[config.mk]
export PLATFORM = sky130hd
export DESIGN_NAME = cia_sp_peer
export DESIGN_NICKNAME = d
export VERILOG_FILES = /design/src/rtl/cia_sp_pkg.sv /design/src/rtl/sync2.sv /design/src/rtl/cia_sp_peer.sv
export SDC_FILE = /design/constraint.sdc
export NUM_CORES = 1
export LEC_CHECK = 0
export BUFFER_PORTS_ARGS = -buffer_cell sky130_fd_sc_hd__buf_2
export CORE_MARGIN = 5
export CORE_UTILIZATION = 45
export CTS_CLUSTER_DIAMETER = 30
export DETAILED_ROUTE_END_ITERATION = 12
export GPL_ROUTABILITY_DRIVEN = 0
export PLACE_DENSITY = 0.71
export SYNTH_ARGS = -nofsm -noshare
export SYNTH_HDL_FRONTEND = slang
export SYNTH_SLANG_ARGS = --single-unit
[constraint.sdc]
create_clock -name clk_i -period 2.1 [get_ports clk_i]
set_input_delay 0.42 -clock clk_i [delete_from_list [all_inputs] [get_ports clk_i]]
set_output_delay 0.42 -clock clk_i [all_outputs]
set_load 0.005 [all_outputs]
[src/rtl/cia_sp_pkg.sv]
`default_nettype none
//------------------------------------------------------------------------------
// cia_sp_pkg -- shared types/constants for the 6526 serial-port peer.  Rev 1.0
//------------------------------------------------------------------------------
package cia_sp_pkg;

  typedef enum logic [1:0] {
    IDLE = 2'd0,
    LOW  = 2'd1,
    HIGH = 2'd2,
    FLAG = 2'd3
  } tx_state_e;

  localparam int unsigned c_sync_depth = 2;

endpackage : cia_sp_pkg
`default_nettype wire

[src/rtl/sync2.sv]
`default_nettype none
//------------------------------------------------------------------------------
// sync2 -- multi-flop input synchroniser, presets to 1 on reset.  Rev 1.0
//------------------------------------------------------------------------------
module sync2
  import cia_sp_pkg::*;
(
  input  logic clk_i,
  input  logic reset_i,
  input  logic d_i,
  output logic q_o
);

  logic [c_sync_depth-1:0] sync_q;

  always_ff @(posedge clk_i) begin
    if (reset_i) begin
      sync_q <= '1;
    end else begin
      sync_q <= {sync_q[c_sync_depth-2:0], d_i};
    end
  end

  assign q_o = sync_q[c_sync_depth-1];

endmodule : sync2
`default_nettype wire

[src/rtl/cia_sp_peer.sv]
`default_nettype none
//------------------------------------------------------------------------------
// cia_sp_peer -- far-end partner for a 6526 serial port: RX, TX (CNT master), FLAG, PC.  Rev 1.0
//------------------------------------------------------------------------------
module cia_sp_peer
  import cia_sp_pkg::*;
#(
  parameter int unsigned CNT_HALF     = 8,
  parameter int unsigned IDLE_TIMEOUT = 1024,
  parameter int unsigned FLAG_LEN     = 4
) (
  input  logic       clk_i,
  input  logic       reset_i,
  input  logic       sp_out_i,
  input  logic       cnt_out_i,
  output logic       sp_in_o,
  output logic       cnt_in_o,
  output logic       flag_n_o,
  input  logic       pc_n_i,
  output logic [7:0] rx_data_o,
  output logic       rx_valid_o,
  input  logic       rx_ready_i,
  output logic       rx_overrun_o,
  input  logic [7:0] tx_data_i,
  input  logic       tx_valid_i,
  output logic       tx_ready_o,
  input  logic       flag_en_i,
  output logic       pc_strobe_o
);

  localparam int unsigned c_tmr_max = (CNT_HALF > FLAG_LEN) ? CNT_HALF : FLAG_LEN;
  localparam int unsigned c_tmr_w   = $clog2(c_tmr_max + 1);
  localparam int unsigned c_idle_w  = $clog2(IDLE_TIMEOUT + 1);

  localparam logic [c_tmr_w-1:0]  c_half_last = c_tmr_w'(CNT_HALF - 1);
  localparam logic [c_tmr_w-1:0]  c_flag_last = c_tmr_w'(FLAG_LEN - 1);
  localparam logic [c_idle_w-1:0] c_idle_last = c_idle_w'(IDLE_TIMEOUT - 1);

  logic w_sp_sync;
  logic w_cnt_sync;
  logic w_pc_sync;

  sync2 u_sync_sp  (.clk_i(clk_i), .reset_i(reset_i), .d_i(sp_out_i),  .q_o(w_sp_sync));
  sync2 u_sync_cnt (.clk_i(clk_i), .reset_i(reset_i), .d_i(cnt_out_i), .q_o(w_cnt_sync));
  sync2 u_sync_pc  (.clk_i(clk_i), .reset_i(reset_i), .d_i(pc_n_i),    .q_o(w_pc_sync));

  // ---------------------------------------------------------------- RX path
  logic [6:0]          rx_shift_q;
  logic [6:0]          rx_shift_d;
  logic [7:0]          rx_byte_d;
  logic [2:0]          rx_bitcnt_q;
  logic [c_idle_w-1:0] rx_idle_q;
  logic [7:0]          rx_data_q;
  logic                rx_valid_q;
  logic                rx_overrun_q;
  logic                cnt_prev_q;
  logic                w_cnt_rise;
  logic                w_rx_done;

  assign w_cnt_rise = w_cnt_sync & ~cnt_prev_q;
  assign w_rx_done  = w_cnt_rise & (rx_bitcnt_q == 3'd7);
  assign rx_shift_d = {rx_shift_q[5:0], w_sp_sync};
  assign rx_byte_d  = {rx_shift_q, w_sp_sync};

  always_ff @(posedge clk_i) begin
    if (reset_i) begin
      cnt_prev_q   <= 1'b1;
      rx_shift_q   <= '0;
      rx_bitcnt_q  <= '0;
      rx_idle_q    <= '0;
      rx_data_q    <= '0;
      rx_valid_q   <= 1'b0;
      rx_overrun_q <= 1'b0;
    end else begin
      cnt_prev_q <= w_cnt_sync;

      if (w_cnt_rise) begin
        rx_shift_q  <= rx_shift_d;
        rx_bitcnt_q <= rx_bitcnt_q + 3'd1;
        rx_idle_q   <= '0;
      end else if (rx_bitcnt_q != 3'd0) begin
        // A stalled partial byte is dropped so the next byte starts aligned.
        if (rx_idle_q == c_idle_last) begin
          rx_shift_q  <= '0;
          rx_bitcnt_q <= '0;
          rx_idle_q   <= '0;
        end else begin
          rx_idle_q <= rx_idle_q + c_idle_w'(1);
        end
      end

      if (w_rx_done) begin
        rx_data_q  <= rx_byte_d;
        rx_valid_q <= 1'b1;
        if (rx_valid_q && !rx_ready_i) begin
          rx_overrun_q <= 1'b1;
        end
      end else if (rx_valid_q && rx_ready_i) begin
        rx_valid_q <= 1'b0;
      end
    end
  end

  // ---------------------------------------------------------------- TX FSM
  tx_state_e          tx_state_q;
  logic [7:0]         tx_byte_q;
  logic [2:0]         tx_idx_q;
  logic [c_tmr_w-1:0] tx_tmr_q;
  logic               tx_flag_q;
  logic               sp_in_q;
  logic               cnt_in_q;
  logic               flag_n_q;
  logic               tx_ready_q;

  always_ff @(posedge clk_i) begin
    if (reset_i) begin
      tx_state_q <= IDLE;
      tx_byte_q  <= '0;
      tx_idx_q   <= '0;
      tx_tmr_q   <= '0;
      tx_flag_q  <= 1'b0;
      sp_in_q    <= 1'b1;
      cnt_in_q   <= 1'b1;
      flag_n_q   <= 1'b1;
      tx_ready_q <= 1'b1;
    end else begin
      case (tx_state_q)
        IDLE: begin
          if (tx_valid_i) begin
            tx_byte_q  <= tx_data_i;
            tx_flag_q  <= flag_en_i;
            tx_idx_q   <= 3'd7;
            tx_tmr_q   <= '0;
            sp_in_q    <= tx_data_i[7];
            cnt_in_q   <= 1'b0;
            tx_ready_q <= 1'b0;
            tx_state_q <= LOW;
          end
        end
        LOW: begin
          if (tx_tmr_q == c_half_last) begin
            tx_tmr_q   <= '0;
            cnt_in_q   <= 1'b1;
            tx_state_q <= HIGH;
          end else begin
            tx_tmr_q <= tx_tmr_q + c_tmr_w'(1);
          end
        end
        HIGH: begin
          if (tx_tmr_q == c_half_last) begin
            tx_tmr_q <= '0;
            if (tx_idx_q == 3'd0) begin
              flag_n_q   <= ~tx_flag_q;
              tx_state_q <= FLAG;
            end else begin
              // Data only moves with the CNT fall, giving a full half-period of setup.
              tx_idx_q   <= tx_idx_q - 3'd1;
              sp_in_q    <= tx_byte_q[tx_idx_q - 3'd1];
              cnt_in_q   <= 1'b0;
              tx_state_q <= LOW;
            end
          end else begin
            tx_tmr_q <= tx_tmr_q + c_tmr_w'(1);
          end
        end
        FLAG: begin
          if (!tx_flag_q || (tx_tmr_q == c_flag_last)) begin
            flag_n_q   <= 1'b1;
            sp_in_q    <= 1'b1;
            tx_ready_q <= 1'b1;
            tx_state_q <= IDLE;
          end else begin
            tx_tmr_q <= tx_tmr_q + c_tmr_w'(1);
          end
        end
        default: tx_state_q <= IDLE;
      endcase
    end
  end

  // ---------------------------------------------------------------- PC edge
  logic pc_prev_q;
  logic pc_strobe_q;

  always_ff @(posedge clk_i) begin
    if (reset_i) begin
      pc_prev_q   <= 1'b1;
      pc_strobe_q <= 1'b0;
    end else begin
      pc_prev_q   <= w_pc_sync;
      pc_strobe_q <= pc_prev_q & ~w_pc_sync;
    end
  end

  assign rx_data_o    = rx_data_q;
  assign rx_valid_o   = rx_valid_q;
  assign rx_overrun_o = rx_overrun_q;
  assign sp_in_o      = sp_in_q;
  assign cnt_in_o     = cnt_in_q;
  assign flag_n_o     = flag_n_q;
  assign tx_ready_o   = tx_ready_q;
  assign pc_strobe_o  = pc_strobe_q;

endmodule : cia_sp_peer
`default_nettype wire

# [Word level (Yosys, flattened, before mapping)]
# Cells that the tools add are included.
[classes] add_sub_neg=4 order_cmp=1 eq_ne=14 muxes=39 bitwise_logic=6 n_reduce_logical=28
[op_table] cell="2-to-1 mux 7 bit" n=3
[op_table] cell="2-to-1 mux 3 bit" n=6
[op_table] cell="inequality test 2 bit, second input constant" n=7
[op_table] cell="2-to-1 mux 1 bit" n=13
[op_table] cell="2-to-1 mux 4 bit" n=3
[op_table] cell="one-hot mux 4 bit (3 select lines)" n=1
[op_table] cell="AND reduction 4 bit" n=3
[op_table] cell="nonzero test 2 bit" n=6
[op_table] cell="adder 11 x 1 -> 11 bit, second input constant" n=1
[op_table] cell="equality test 11 x 10 -> 1 bit, second input constant" n=1
[op_table] cell="2-to-1 mux 11 bit" n=1
[op_table] cell="2-to-1 mux 2 bit" n=5
[op_table] cell="AND reduction 5 bit" n=2
[op_table] cell="nonzero test 3 bit" n=3
[op_table] cell="one-hot mux 2 bit (4 select lines)" n=1
[op_table] cell="AND reduction 2 bit" n=4
[op_table] cell="one-hot mux 1 bit (3 select lines)" n=2
[op_table] cell="one-hot mux 3 bit (2 select lines)" n=1
[op_table] cell="adder 4 x 1 -> 4 bit, second input constant" n=1
[op_table] cell="equality test 2 bit, second input constant" n=2
[op_table] cell="equality test 4 x 2 -> 1 bit, second input constant" n=1
[op_table] cell="equality test 4 x 3 -> 1 bit, second input constant" n=1
[op_table] cell="< comparator 3 x 4 -> 1 bit, second input constant" n=1
[op_table] cell="one-hot mux 1 bit (2 select lines)" n=2
[op_table] cell="other kinds (14)" n=21
[totals] ff_bits=62 output_inout_bits=15 wordCells=113

# [Depth between registers and ports, before layout]
# Gate-level depths: netlist (run 1).
[logic_depth] ltp_word=6 ltp_mapped=7

# [By module]
# Synthesis (run 1) repeated with hierarchy kept, for this count alone.
[unflattened] cells_unflattened=295 area_unflattened_um2=2641.3
[by_module_without_submodules] module="cia_sp_peer" instances=1 cells_each=283 area_per_inst_um2=2483.6
[by_module_without_submodules] module="sync2" instances=3 cells_each=4 area_per_inst_um2=52.6

# [Worst setup path before layout (run 1)]
# Ideal clock, no wire load.
[synth_path] path_kind="reg2reg" from="reg tx_idx_q[0]" to="reg sp_in_q, in the netlist sp_in_o" setup_time_ns=0.135 arrival_ns=1.808 t_required_ns=1.965 slack_ns=0.157 stages_incl_launch_ff=7 n_path_buf=0 period_less_slack_ns=1.943 cell_sequence="dfxtp_1 inv_1 ha_1 mux4_2 and3_1 a2111oi_0 a31oi_1"
[synth_between] elab_chain_len=6 elab_cells_between_ends=9 classes_between="add/sub (1); eq/ne (1); mux (5); reduce/logical (2)"
[synth_rtl] element="start, declared" line_no="cia_sp_peer.sv:107" source="logic [2:0] tx_idx_q;"
[synth_rtl] element="start signal, assigned" line_no="cia_sp_peer.sv:157" source="tx_idx_q <= tx_idx_q - 3'd1;"
[synth_rtl] element="subtractor 3 x 1 -> 3 bit" line_no="cia_sp_peer.sv:158" source="sp_in_q <= tx_byte_q[tx_idx_q - 3'd1];"
[synth_rtl] element="binary-select mux 1 bit (select 3 bit)" line_no="cia_sp_peer.sv:158"
[synth_rtl] element="2-to-1 mux 1 bit (implied by the code)" line_no="cia_sp_peer.sv:158"
[synth_rtl] element="2-to-1 mux 1 bit" line_no="cia_sp_peer.sv:152" source="if (tx_idx_q == 3'd0) begin"
[synth_rtl] element="2-to-1 mux 1 bit" line_no="cia_sp_peer.sv:150" source="if (tx_tmr_q == c_half_last) begin"
[synth_rtl] element="one-hot mux 1 bit (3 select lines)" line_no="cia_sp_peer.sv:127" source="case (tx_state_q)"
[synth_rtl] element="end signal, assigned" line_no="cia_sp_peer.sv:134" source="sp_in_q <= tx_data_i[7];"
[synth_rtl] element="end signal, assigned" line_no="cia_sp_peer.sv:158"
[synth_rtl] element="end, declared" line_no="cia_sp_peer.sv:110" source="logic sp_in_q;"
# Several ways; a longest one is shown, not always the timed one. The select of a mux whose other input is x is not followed.
# A chain may end at the register's enable or synchronous reset.

# [Worst setup path after layout (run 1)]
# Same ends and word-level chain as after synthesis.

==> results of run 1 <==
## cells by family after synthesis
group,count (synthesis),share of synthesized area (%)
buffers and inverters,21,3.466
adders and majority gates,12,5.545
xor gates and xnor gates,7,2.264
and+or+nand+nor,124,23.43
AOI/OAI and AO/OA,72,17.42
DFF,62,45.84
muxes,3,2.033
## final cells by class
type,count,share of cell area (%)
tap,75,2.935
inverter,10,1.174
sequential,62,38.83
timing repair buffer,42,7.515
clock buffer,10,4.305
multi-input combinational,218,43.33
clock inverter,6,1.918
## critical path: cells and delay by family, from the launching register on
family / cells / cell delay [ns]
adder cells (fa/ha/maj): 1 / 0.34
buffers and inverters: 1 / 0.06
multiplexers: 1 / 0.50
flip-flops: 1 / 0.34
AND/OR/NAND/NOR: 1 / 0.17
AO/OA/AOI/OAI: 2 / 0.43
## repair_timing
item	in CTS	in global routing
setup endpoints to repair	0	4
buffers inserted	0	0
hold buffers	0	0
gates resized for setup	0	4
## how the worst min path moves through the flow
stage / startpoint / endpoint / slack (ns)
floorplan: u_sync_cnt.sync_q[0]$_SDFF_PP1_ / u_sync_cnt.sync_q[1]$_SDFF_PP1_ / 0.39
global placement: u_sync_cnt.sync_q[0]$_SDFF_PP1_ / u_sync_cnt.sync_q[1]$_SDFF_PP1_ / 0.39
detailed placement: u_sync_cnt.sync_q[0]$_SDFF_PP1_ / u_sync_cnt.sync_q[1]$_SDFF_PP1_ / 0.40
CTS: pc_n_i / u_sync_pc.sync_q[0]$_SDFF_PP1_ / 0.24
global route: sp_out_i / u_sync_sp.sync_q[0]$_SDFF_PP1_ / 0.26
finish: pc_n_i / u_sync_pc.sync_q[0]$_SDFF_PP1_ / 0.26
## Yosys cell counts (all sizes together) (2+ instances only)
master | number | area share (%)
a2111oi | 2 | 0.65
a211oi | 2 | 0.55
a21oi | 32 | 5.9
a22o | 7 | 2.3
a311oi | 5 | 1.6
a31oi | 3 | 0.69
and2 | 2 | 0.46
and3 | 3 | 0.69
buf | 3 | 0.97
clkbuf | 8 | 1.1
dfxtp | 62 | 46
ha | 12 | 5.5
inv | 10 | 1.4
mux4 | 2 | 1.7
nand2 | 42 | 5.8
nand2b | 6 | 1.4
nand3 | 11 | 2.0
nand3b | 2 | 0.55
nand4 | 2 | 0.46
nor2 | 21 | 2.9
nor2b | 4 | 0.92
nor3 | 4 | 0.74
o211ai | 3 | 0.83
o21ai | 6 | 1.1
o21bai | 4 | 1.1
o31ai | 2 | 0.55
or2 | 10 | 2.3
or2b | 2 | 0.55
or3 | 3 | 0.74
or3b | 2 | 0.65
or4 | 4 | 1.2
xnor2 | 4 | 1.3
xor2 | 3 | 0.97
## metrics by stage
stage | utilization [%] | area [µm²] | setup slack, ns
after floorplan | - | 2708 | 0.1569
after global placement | 50.72 | 2985 | 0.2022
after detailed placement | 50.72 | 2985 | 0.09452
after CTS | 54.10 | 3184 | 0.08111
after global routing | 54.32 | 3197 | 0.01230
final | 54.32 | 3197 | 0.1315
## power by group through the flow
| stage | clock, µW | combinational, µW | sequential [µW] |
|---|---|---|---|
| after CTS | 1070 | 905 | 1380 |
| after detailed placement | 0 | 897 | 1400 |
| after global placement | 0 | 879 | 1400 |
| final | 1050 | 930 | 1380 |
| after floorplan | 0 | 641 | 1390 |
| after global routing | 1110 | 1050 | 1390 |
## flip-flops by register name (all words and copies together) (netlist names), 2 cells and up
name and count:
rx_data_o 8, rx_bitcnt_q 3, u_sync_pc.sync_q 2, tx_byte_q 8, rx_idle_q 11, tx_tmr_q 4, u_sync_sp.sync_q 2, tx_state_q 2
u_sync_cnt.sync_q 2, rx_shift_q 7, tx_idx_q 3
## metal layers
metal  up-vias  track usage, %  part of all wire, %
li1       1149               -                    -
met1      1046           20.13                   47
met2        45           24.93                   47
met3        15           3.575                  4.0
met4         0           9.763                  2.6
met5         -               0                    0
==> impl_metrics.ini, run 1 <==
[outcome]
outcome = complete, no violations

[grt]
grtUsageTotal_pct = 15.99
grt_pass1_vias = 2158
grt_pass1_wl_um = 9673
antenna_found_initial = 0
grt.overflow.total = 0
grt_max_degree = 22

[clocking]
cts_sinks = 62
htreeDepth = 3
cts_tree = yes
clkTransAtPathRegs_ns = 0.07
clock_latency_ns = 0.34
clockBufferDepth = 2
cts_buffers = 9
root_buffer = clkbuf_8

[critical_path]
path_cells = inv_1 -> ha_1 -> mux4_2 -> and3_1 -> a2111oi_1 -> a31oi_1
crit_type = reg -> reg
cpMaxStageDelayCell = mux4_2
timing.rr.end = sp_in_o$_SDFFE_PP1P_
cp-start-kind = register
critPathArrivalTime_ns = 2.18
slowest_delay_ns = 0.50
reg2reg_setup_slack_ns = 0.13
startpoint = tx_idx_q[0]$_SDFFE_PP0P_
cp-end-kind = register
required_ns = 2.31
cp_max_fo = 3
r2r_start = tx_idx_q[0]$_SDFFE_PP0P_
worstSetupEndpoint = sp_in_o$_SDFFE_PP1P_
rr_worst_depth = 6

[logic_synthesis]
syn-num-nets = 329
synth.avg_cell_area_um2 = 8.995
yosys_warnings = 0
syn-instance-count = 301
synth_edf_count = 0
synth-seq-area-share_pct = 45.84
netlist_area_um2 = 2708
synth-seq-cells = 62
synthFlopType = dfxtp_1
ys_async_sr_fraction_pct = 0
synth_cell_types = 51

[timing]
tns_ns = 0
rsz0062_at_grt = no
slew_violations = 0
hold_viol = 0
timing.fmax_mhz = 508.0
period_share_pct = 93.74
max_slew_margin_pct = 64.89
min_period_ns = 1.969
worst_pin_slew_ns = 0.5196
worst_hold_slack_ns = 0.2575
skew_ns = 0.003469
setup_viol = 0

[pwr]
power_frac_seq_pct = 41.0
power.density_nw_per_um2 = 1050
cell_internal_pwr_uw = 2292
worst_ir_drop_vdd_mv = 0.7613
leakagePower_uw = 0.001262
netSwitchingFraction_pct = 31.75
pwr-share-clk_pct = 31.3
comb_power_share_pct = 27.7
p_total_uw = 3358
power.net_switching_uw = 1066

[routing]
routed_wirelength_um = 5535
drt-wirelength-per-cell_um = 13.09
viasPerCell = 5.331
via_count = 2255
drt_iter0_drc = 141
drt-pass1-iter-count = 4
drc = 0
ant_nets = 0

[finish]
ff_latch_area_um2 = 1241
final_cell_mix = 62 x dfxtp_1, 42 x nand2_1, 32 x a21oi_1
instances_no_fill = 423
layout_commonest_cell = dfxtp_1
n_fill_cell = 549
syn_to_final_growth_pct = 18.07
diodes = 0
multi_input_area_um2 = 1385
fin_nets = 371
drive_above_1_share_pct = 21.55

[job]
drv_cap = 0

[floorplanning]
start_util_pct = 46.00
ioPinCount = 31
fp.dieH_um = 87.57
die_area_um2 = 7669
die_x_um = 87.57
num_rows = 28
core_um2 = 5886

[min_path]
hold_path.class = in -> reg
hold_depth = 2

[placed_design]
dp_hpwl_um = 3899
place_inst = 407
port_buffers = 30
No activity file was read; power rests on OpenSTA's default activity.
==> run 2, diff against run 1 <==
--- a/config.mk
+++ b/config.mk
@@ -8,3 +8,2 @@
 export BUFFER_PORTS_ARGS = -buffer_cell sky130_fd_sc_hd__buf_2
-export CORE_MARGIN = 5
 export CORE_UTILIZATION = 45
==> constraint.sdc (replaced) <==
create_clock -name clk_i -period 2.1 [get_ports clk_i]
set_input_delay 0.525 -clock clk_i [delete_from_list [all_inputs] [get_ports clk_i]]
set_output_delay 0.525 -clock clk_i [all_outputs]
set_load 0.005 [all_outputs]
==> run 2 against run 1 <==
Final cell count shrank 0.47%. Die area shrank 17%. Register-to-register slack gained 0.03 ns. Sequential power is essentially flat. Hold slack gained 0.10 ns. Critical endpoint unchanged. Largest power group unchanged.
==> impl_metrics.ini, run 2 (synthesized netlist as in run 1, its figures left out) <==
[timing]
tns_ns = 0
hold_viol = 0
timing.fmax_mhz = 515.0
slew_violations = 0
min_period_ns = 1.942
period_share_pct = 92.46
setup_viol = 0
skew_ns = 0.01160
rsz0062_at_grt = no
max_slew_margin_pct = 63.92
worst_pin_slew_ns = 0.5392

[grt]
grt.overflow.total = 0
grtUsageTotal_pct = 19.11
grt_pass1_vias = 2099
antenna_found_initial = 0
grt_max_degree = 25
grt_pass1_wl_um = 9390

[clocking]
clockBufferDepth = 2
clock_latency_ns = 0.35
cts_hold_buf = 0
post-cts-setup-buffer-count = 0
cts_buffers = 9
root_buffer = clkbuf_8
cts_resized = 0
cts_sinks = 62
htreeDepth = 3
clkTransAtPathRegs_ns = 0.07
cts_tree = yes

[floorplanning]
die_area_um2 = 6331
ioPinCount = 31
num_rows = 27
core_um2 = 5642
fp.dieH_um = 79.57
die_x_um = 79.57
start_util_pct = 47.99

[pwr]
power_frac_seq_pct = 41.0
netSwitchingFraction_pct = 32.22
pwr-share-clk_pct = 31.3
comb_power_share_pct = 27.7
cell_internal_pwr_uw = 2277
power.net_switching_uw = 1082
power.density_nw_per_um2 = 1054
worst_ir_drop_vdd_mv = 0.5995
leakagePower_uw = 0.001258

[critical_path]
rr_worst_depth = 6
cp.depth = 6
crit_type = reg -> reg
cp_max_fo = 3
cpMaxStageDelayCell = mux4_2
path_cells = inv_1 -> ha_1 -> mux4_2 -> and3_1 -> a2111oi_0 -> a31oi_1
cp_num_buf_inv = 1
critPathArrivalTime_ns = 2.16
required_ns = 2.32
slowest_delay_ns = 0.50
cp-start-kind = register
critPathTopFamily = multiplexers
cp-end-kind = register

[outcome]
outcome = complete, no violations

[finish]
diodes = 0
multi_input_area_um2 = 1373
final_cell_mix = 62 x dfxtp_1, 42 x nand2_1, 32 x a21oi_1
final_util_pct = 56.46
instances_no_fill = 421
syn_to_final_growth_pct = 17.65
layout_commonest_cell = dfxtp_1
top_register = rx_idle_q
largest_reg_flops = 11
n_fill_cell = 509
fin_nets = 372
ff_latch_area_um2 = 1241
drive_above_1_share_pct = 21.20

[routing]
drt-pass1-iter-count = 4
via_count = 2259
ant_nets = 0
drt_iter0_drc = 158
drc = 0
drt-wirelength-per-cell_um = 12.99
viasPerCell = 5.366
routed_wirelength_um = 5469

[min_path]
hold_depth = 2
hold_path.class = in -> reg

[placed_design]
port_buffers = 30
dp_hpwl_um = 3709
place_inst = 405

[job]
drv_cap = 0
==> run 2: metrics by stage <==
step,setup slack (ns),cell area [µm²],hold slack [ns],total power (µW)
2_1_floorplan,0.1569,2708,0.3895,2033
3_3_place_gp,0.2212,2989,0.3922,2306
3_5_place_dp,0.1513,2989,0.3933,2325
4_1_cts,0.1337,3186,0.3562,3369
5_1_grt,0.008111,3186,0.3672,3553
6_report,0.1583,3186,0.3576,3359
==> run 2: metal layers <==
metal	share of wire [%]	track usage, %
met3	3.3	4.914
met1	50	25.48
met4	1.8	9.636
met5	0	0
met2	45	28.38
==> run 2: power groups by stage <==
stage | Combinational (µW) | Clock (µW) | Sequential (µW)
CTS | 933 | 1060 | 1380
floorplan | 641 | 0 | 1390
global route | 1050 | 1110 | 1400
global placement | 908 | 0 | 1400
detailed placement | 922 | 0 | 1400
finish | 930 | 1050 | 1380
==> run 2: path summary, 6_finish.rpt <==
path,slack (ns),start,to
hold reg to reg,0.41,pc_prev_q$_SDFF_PP1_,pc_strobe_o$_SDFF_PP0_
setup reg to reg,0.16,tx_idx_q[1]$_SDFFE_PP0P_,sp_in_o$_SDFFE_PP1P_
hold / removal,0.36,sp_out_i,u_sync_sp.sync_q[0]$_SDFF_PP1_
setup / recovery,0.16,tx_idx_q[1]$_SDFFE_PP0P_,sp_in_o$_SDFFE_PP1P_
==> run 2: layout make-up <==
cell class,count,share of cell area (%)
flip-flops and latches,62,38.96
clock buffers,9,3.888
clock inverters,7,2.278
repair buffers,43,7.777
multi-input cells,218,43.09
inverters,10,1.178
well taps,72,2.828
==> run 2: worst register-to-register path, cell delays in order (launching register included) <==
cell and delay, ns:
dfxtp_1 0.34, inv_1 0.06, ha_1 0.33, mux4_2 0.50
and3_1 0.17, a2111oi_0 0.30, a31oi_1 0.13
